===== config.mk =====
export PLATFORM = sky130hd
export DESIGN_NAME = bus_select_decoder
export DESIGN_NICKNAME = d
export VERILOG_FILES = /design/src/rtl/bus_select_decoder.sv
export SDC_FILE = /design/constraint.sdc
export NUM_CORES = 1
export LEC_CHECK = 0
export CAP_MARGIN = 20
export CORE_ASPECT_RATIO = 0.7
export CORE_MARGIN = 2
export CORE_UTILIZATION = 49
export CTS_BUF_LIST = sky130_fd_sc_hd__clkbuf_4 sky130_fd_sc_hd__clkbuf_8
export DETAILED_ROUTE_END_ITERATION = 16
export PLACE_DENSITY_LB_ADDON = 0.2
export SLEW_MARGIN = 15
export SYNTH_ARGS = -nofsm -noshare
export SYNTH_HDL_FRONTEND = slang
export SYNTH_SLANG_ARGS = --single-unit

===== constraint.sdc =====
create_clock -name clk -period 2.08 [get_ports clk]
set_clock_uncertainty 0.2 [all_clocks]
set_input_delay 0.208 -clock clk [delete_from_list [all_inputs] [get_ports clk]]
set_output_delay 0.208 -clock clk [all_outputs]
set_load 0.01 [all_outputs]

===== src/rtl/bus_select_decoder.sv =====
// Registered 5-to-32 source-select decoder for the internal CPU bus.
// Break-before-make: every change of driving source passes through GAP_CYCLES dead cycles.
module bus_select_decoder #(
    parameter int unsigned N_SRC      = 24,
    parameter int unsigned GAP_CYCLES = 1
) (
    input  logic        clk,
    input  logic        rst_n,
    input  logic [4:0]  sel_code,
    input  logic        sel_valid,
    output logic        sel_ready,
    output logic [31:0] sel_onehot,
    output logic        bus_busy,
    output logic        sel_err
);

    localparam int unsigned CODE_W = 5;
    localparam int unsigned OH_W   = 32;
    localparam int unsigned CNT_W  = 3;

    localparam logic [CODE_W-1:0] CODE_RELEASE = 5'd31;
    localparam logic [CNT_W-1:0]  GAP_LOAD     = CNT_W'(GAP_CYCLES - 1);

    localparam logic [1:0] ST_IDLE  = 2'd0;
    localparam logic [1:0] ST_GAP   = 2'd1;
    localparam logic [1:0] ST_DRIVE = 2'd2;

    logic [1:0]        state_q,   state_d;
    logic [OH_W-1:0]   onehot_q,  onehot_d;
    logic              err_q,     err_d;
    logic [CNT_W-1:0]  cnt_q,     cnt_d;
    logic [CODE_W-1:0] cur_q,     cur_d;
    logic [CODE_W-1:0] pend_q,    pend_d;

    logic accept_c;
    logic is_legal_c;
    logic is_release_c;
    logic is_illegal_c;

    // Handshake and code classification
    assign sel_ready    = (state_q != ST_GAP);
    assign bus_busy     = (state_q != ST_IDLE);
    assign accept_c     = sel_valid & sel_ready;
    assign is_release_c = (sel_code == CODE_RELEASE);
    assign is_legal_c   = (32'(sel_code) < N_SRC) && !is_release_c;
    assign is_illegal_c = !is_legal_c && !is_release_c;

    assign sel_onehot = onehot_q;
    assign sel_err    = err_q;

    // State and registered outputs
    always_ff @(posedge clk or negedge rst_n) begin
        if (!rst_n) begin
            state_q  <= ST_IDLE;
            onehot_q <= '0;
            err_q    <= 1'b0;
            cnt_q    <= '0;
            cur_q    <= CODE_RELEASE;
            pend_q   <= CODE_RELEASE;
        end else begin
            state_q  <= state_d;
            onehot_q <= onehot_d;
            err_q    <= err_d;
            cnt_q    <= cnt_d;
            cur_q    <= cur_d;
            pend_q   <= pend_d;
        end
    end

    // Next-state and next-output logic
    always_comb begin
        state_d  = state_q;
        onehot_d = onehot_q;
        err_d    = 1'b0;
        cnt_d    = cnt_q;
        cur_d    = cur_q;
        pend_d   = pend_q;

        case (state_q)
            ST_IDLE: begin
                // Nothing is driving, so a legal code enables immediately
                if (accept_c) begin
                    if (is_legal_c) begin
                        state_d  = ST_DRIVE;
                        onehot_d = OH_W'(1) << sel_code;
                        cur_d    = sel_code;
                    end else if (is_illegal_c) begin
                        err_d = 1'b1;
                    end
                end
            end

            ST_DRIVE: begin
                if (accept_c) begin
                    if (is_release_c) begin
                        state_d  = ST_IDLE;
                        onehot_d = '0;
                        cur_d    = CODE_RELEASE;
                    end else if (is_illegal_c) begin
                        err_d = 1'b1;
                    end else if (sel_code != cur_q) begin
                        state_d  = ST_GAP;
                        onehot_d = '0;
                        pend_d   = sel_code;
                        cnt_d    = GAP_LOAD;
                    end
                end
            end

            ST_GAP: begin
                if (cnt_q == '0) begin
                    state_d  = ST_DRIVE;
                    onehot_d = OH_W'(1) << pend_q;
                    cur_d    = pend_q;
                end else begin
                    cnt_d = cnt_q - CNT_W'(1);
                end
            end

            default: begin
                state_d  = ST_IDLE;
                onehot_d = '0;
                cur_d    = CODE_RELEASE;
            end
        endcase
    end

endmodule


## After elaboration in Yosys (flattened, before gate mapping)

Cells that the tools add are included.

| operators by class | value |
|---|---|
| add/subtract/negate cells | 1 |
| order comparisons | 1 |
| eq/ne operators | 16 |
| shifts and indexed selects | 2 |
| multiplexer cells | 34 |
| bitwise gates (word level) | 3 |
| reductions and logical operators | 12 |

Operators by type and width:

| kind | count |
|---|---|
| two-way mux 32 bit | 7 |
| case mux 32 bit (3 select lines) | 1 |
| << shifter 1 x 5 -> 32 bit (first input constant) | 2 |
| two-way mux 5 bit | 5 |
| != test 2 bit (second input constant) | 9 |
| two-way mux 3 bit | 5 |
| case mux 5 bit (3 select lines) | 1 |
| two-way mux 2 bit | 7 |
| AND reduction 6 bit | 2 |
| AND reduction 5 bit | 2 |
| != test 3 bit (second input constant) | 2 |
| case mux 2 bit (3 select lines) | 1 |
| case mux 3 bit (2 select lines) | 1 |
| equality test 5 bit (second input constant) | 1 |
| < comparator 5 bit (second input constant) | 1 |
| two-way mux 1 bit | 5 |
| != test 5 bit | 1 |
| nonzero test 2 bit | 2 |
| zero test 3 bit | 1 |
| subtractor 3 x 1 -> 3 bit (second input constant) | 1 |
| equality test 2 x 1 -> 1 bit (second input constant) | 1 |
| equality test 2 bit (second input constant) | 1 |
| logical AND 1 bit | 2 |
| zero test 1 bit | 2 |
| 5 further kinds | 6 |

| storage, ports and cells | value |
|---|---|
| register bits after elaboration | 48 |
| bits of input ports | 8 |
| output and inout bits | 35 |
| word-level logic and storage cells | 75 |

## Depth between registers and ports, before layout

| depth | value |
|---|---|
| depth after elaboration | 9 |
| mapped depth | 8 |
| depth with buffers taken out | 7 |

## Worst setup path after synthesis

Ideal clock, no wire load.

| path | value |
|---|---|
| path kind | register -> register |
| from | reg cnt_q[0] |
| to | reg onehot_q[15] (netlist: sel_onehot[15]) |
| arrival | 1816 ps |
| required time | 1753 ps |
| slack | -64 ps |
| stages on the path, launching flop included | 9 |
| path buffers | 1 |
| cell sequence | dfrtp_1 inv_1 ha_1 nor2b_1 o2bb2ai_1 o21ai_2 a21boi_2 buf_6 mux2_1 |

| on the way | value |
|---|---|
| word-level cells in the longest chain between the ends | 3 |

RTL lines:

| element | line | text |
|---|---|---|
| start: declaration | 31 | `logic [CNT_W-1:0] cnt_q, cnt_d;` |
| start signal: assignment | 64 | `cnt_q <= cnt_d;` |
| zero test 3 bit | 111 | `if (cnt_q == '0) begin` |
| != test 2 bit (no source line) | -- |  |
| AND reduction 6 bit (no source line) | -- |  |
| end signal: assignment | 62 | `onehot_q <= onehot_d;` |
| end: declaration | 29 | `logic [OH_W-1:0] onehot_q, onehot_d;` |

No other way between the ends.
A chain may end at the register's enable or synchronous reset.

## Worst setup path after layout

| path | value |
|---|---|
| from | reg cur_q[4] |
| to | reg onehot_q[6] (netlist: sel_onehot[6]) |

| on the way | value |
|---|---|
| word-level cells in the longest chain between the ends | 3 |

RTL lines:

| element | line | text |
|---|---|---|
| start: declaration | 32 | `logic [CODE_W-1:0] cur_q, cur_d;` |
| start signal: assignment | 65 | `cur_q <= cur_d;` |
| != test 5 bit | 101 | `end else if (sel_code != cur_q) begin` |
| != test 3 bit (no source line) | -- |  |
| AND reduction 6 bit (no source line) | -- |  |

No other way between the ends.

==> impl_metrics.yaml <==
final_layout:
  fin_nets: 320
  n_fill_cell: 314
  diodes: 0
  drive_gt1_share_pct: 36.98
  design_area_mm2: 0.003649
  area_delta_synth_final_pct: 50.08
synth:
  postSynthCellCount: 236
  syn_area_mm2: 0.002431
  async_reset_ff_share_pct: 100.0
  synth-edff-count: 0
  synth-seq-cells: 48
  synth-main-ff-cell: "dfrtp_1"
  yosysTopAreaCellShare_pct: 39.11
  yosysTopAreaCell: "dfrtp_1"
  ys_seq_area_share_pct: 49.92
  syn_area_per_cell_um2: 10.30
  yosys_warnings: 0
  synthTopCellsByArea: "dfrtp_1, dfstp_2, a21o_1"
  yosysUniqueCellTypes: 44
  synth_fp_nets: 246
die:
  rows: 21
  pin_count: 43
  die_area_mm2: 0.005550
  start_util_pct: 50.84
  fp.dieH_um: 62.93
  die_w_um: 88.19
  core_area_mm2: 0.004782
placed_design:
  dp_hpwl_mm: 4.556
  gp_congestion: 0.9376
  dpl-instance-area_mm2: 0.003236
  portBuffers: 42
power_and_ir_drop:
  p_per_area_mw_per_mm2: 1222
  irDropWorstVdd_v: 0.0006031
  cellLeakagePower_nw: 1.796
route:
  drt_wl_total_mm: 6.498
  drtIter0Drc: 222
  vias: 2149
  ant_nets: 0
  via_per_inst: 5.655
  routedWlPerCell_um: 17.10
  dr.pass1.iters: 5
  drc: 0
critical_path:
  cp_max_fo: 17
  startpoint_type: "flop"
  end_kind: "flop"
  path_class: "reg -> reg"
  cp.required_ns: 2.08
  arrival_ns: 2.09
clock_network:
  clock-sinks: 48
  path_clk_slew_ns: 0.10
  cts_tree: "done"
  cts-buffers-inserted: 5
  root_buffer: "clkbuf_8"
  cts_buffer_depth: 2
  htreeDepth: 2
  insertion_delay_ns: 0.31
timing:
  rsz0062_at_grt: "true"
  min_period_ns: 2.090
  timing.final.ws_setup_ns: -0.01033
  worst_pin_slew_ns: 0.5723
  fmax_mhz: 478.4
  hold_violations: 0
  tns_ns: -0.01600
  slew_headroom_pct: 61.67
  maxSlewViolCount: 0
  setup_viol: 2
  fin_crit_sh_pct: 100.5
outcome:
  violations: "setup timing"
  status: "complete, but fails checks"
worst_hold_path:
  holdCritPathClass: "in -> reg"
global_routing:
  grt_pass1_vias: 1971
  antenna_found_initial: 0
  grt_max_degree: 26
  grt_use_total_pct: 23.72
  grt_pass1_wl_mm: 10.05
  globalRouteOverflowTotal: 0
job:
  maxCapViolCount: 0
[power breakdown]
part | internal, mW | switching [mW]
clock network | 0.393 | 0.331
logic | 1.09 | 1.22
registers | 1.21 | 0.215
total | 2.70 | 1.76
[layout make-up]
cell class | instances | area, um2 | area share [%]
Multi-Input combinational cell | 165 | 1400 | 38.37
Sequential cell | 48 | 1216 | 33.33
Timing Repair Buffer | 82 | 793.3 | 21.74
Tap cell | 69 | 86.33 | 2.366
Clock buffer | 6 | 82.58 | 2.263
Clock inverter | 2 | 38.79 | 1.063
Inverter | 8 | 31.28 | 0.8573
[cells in the mapped netlist (7+ instances only)]
cell type / instances
nor2_1: 14
a21o_1: 23
buf_2: 7
o21ai_0: 9
mux2_1: 7
a31oi_1: 7
nor3_1: 23
dfrtp_1: 38
inv_1: 7
clkbuf_1: 7
dfstp_2: 10
nand2_1: 22
[cell usage in the layout (no fill, tap or decap), types with 2 or more instances in the layout]
cell type	instances
nor4bb_1	2
a21o_1	23
inv_2	2
mux2_4	11
o21ai_0	9
nand2b_1	5
nor3_1	7
nand2_1	20
dfstp_2	10
nor3_2	10
mux2_2	2
inv_1	5
clkbuf_8	6
clkdlybuf4s50_1	36
dfrtp_2	2
nor3_4	6
buf_4	33
nor2_1	13
xor2_2	3
a31oi_1	7
mux2i_1	4
a211oi_1	2
o211a_1	3
dlymetal6s2s_1	4
buf_12	5
o31ai_2	2
xor2_1	2
nand2_2	2
dfrtp_1	36
or3_1	3
[timing repair]
item | in CTS | in global routing
buffers inserted | 1 | 2
pin swaps | 1 | 4
endpoints found under the hold margin | 22 | 0
gates resized for setup | 5 | 51
hold buffers | 1 | 0
endpoints found under the setup margin | 16 | 38
[flip-flops by register name, indices dropped and copies added (netlist names)]
signal,flops
cur_q,5
sel_onehot,32
sel_err,1
state_q,2
pend_q,5
cnt_q,3
[kinds of logic after synthesis]
group,synth area share [%]
buffers and inverters,4.220
AOI/OAI and AO/OA,17.60
muxes,7.669
xor gates and xnor gates,1.801
DFF,49.92
adders and majority gates,1.029
and+or+nand+nor,17.76
[routing by layer]
layer,share of wire (%),global-route usage [%]
met1,50,38.75
met4,1.4,6.439
met5,0,0
met3,7.6,4.227
met2,41,31.86
[metrics by stage]
stage          util (%)  setup WS (ns)  hold WS, ns  instances  total power [mW]
2_1_floorplan         -      0.0004795      -0.2876        236             2.506
3_5_place_dp      67.66        -0.3963      0.03274        368             3.331
5_1_grt           76.30       -0.04227       0.1064        380             4.702
4_1_cts           70.83       -0.01344       0.2323        378             4.070
6_report          76.30       -0.01033      0.06666        380             4.459
3_3_place_gp      67.66        -0.3406      0.02419        368             3.288
[path summary, 6_finish.rpt]
check	cells after the start	to	slack, ns	from
max in group asynchronous	3	pend_q[3]	0.84	rst_n
setup reg to reg	6	sel_onehot[6]	-0.01	cur_q[4]
min in group asynchronous	2	sel_onehot[17]	0.21	rst_n
hold / removal	2	pend_q[0]	0.07	sel_code[0]
setup / recovery	6	sel_onehot[6]	-0.01	cur_q[4]
hold reg to reg	1	sel_onehot[0]	0.28	sel_onehot[0]
[worst max-delay path, stage by stage, from the launching register on]
cell	delay, ns
dfstp_2	0.57
xor2_2	0.07
nor3_2	0.30
a21oi_2	0.13
a21boi_4	0.19
buf_12	0.18
mux2_2	0.34
Power figures use the tool's default switching activity.
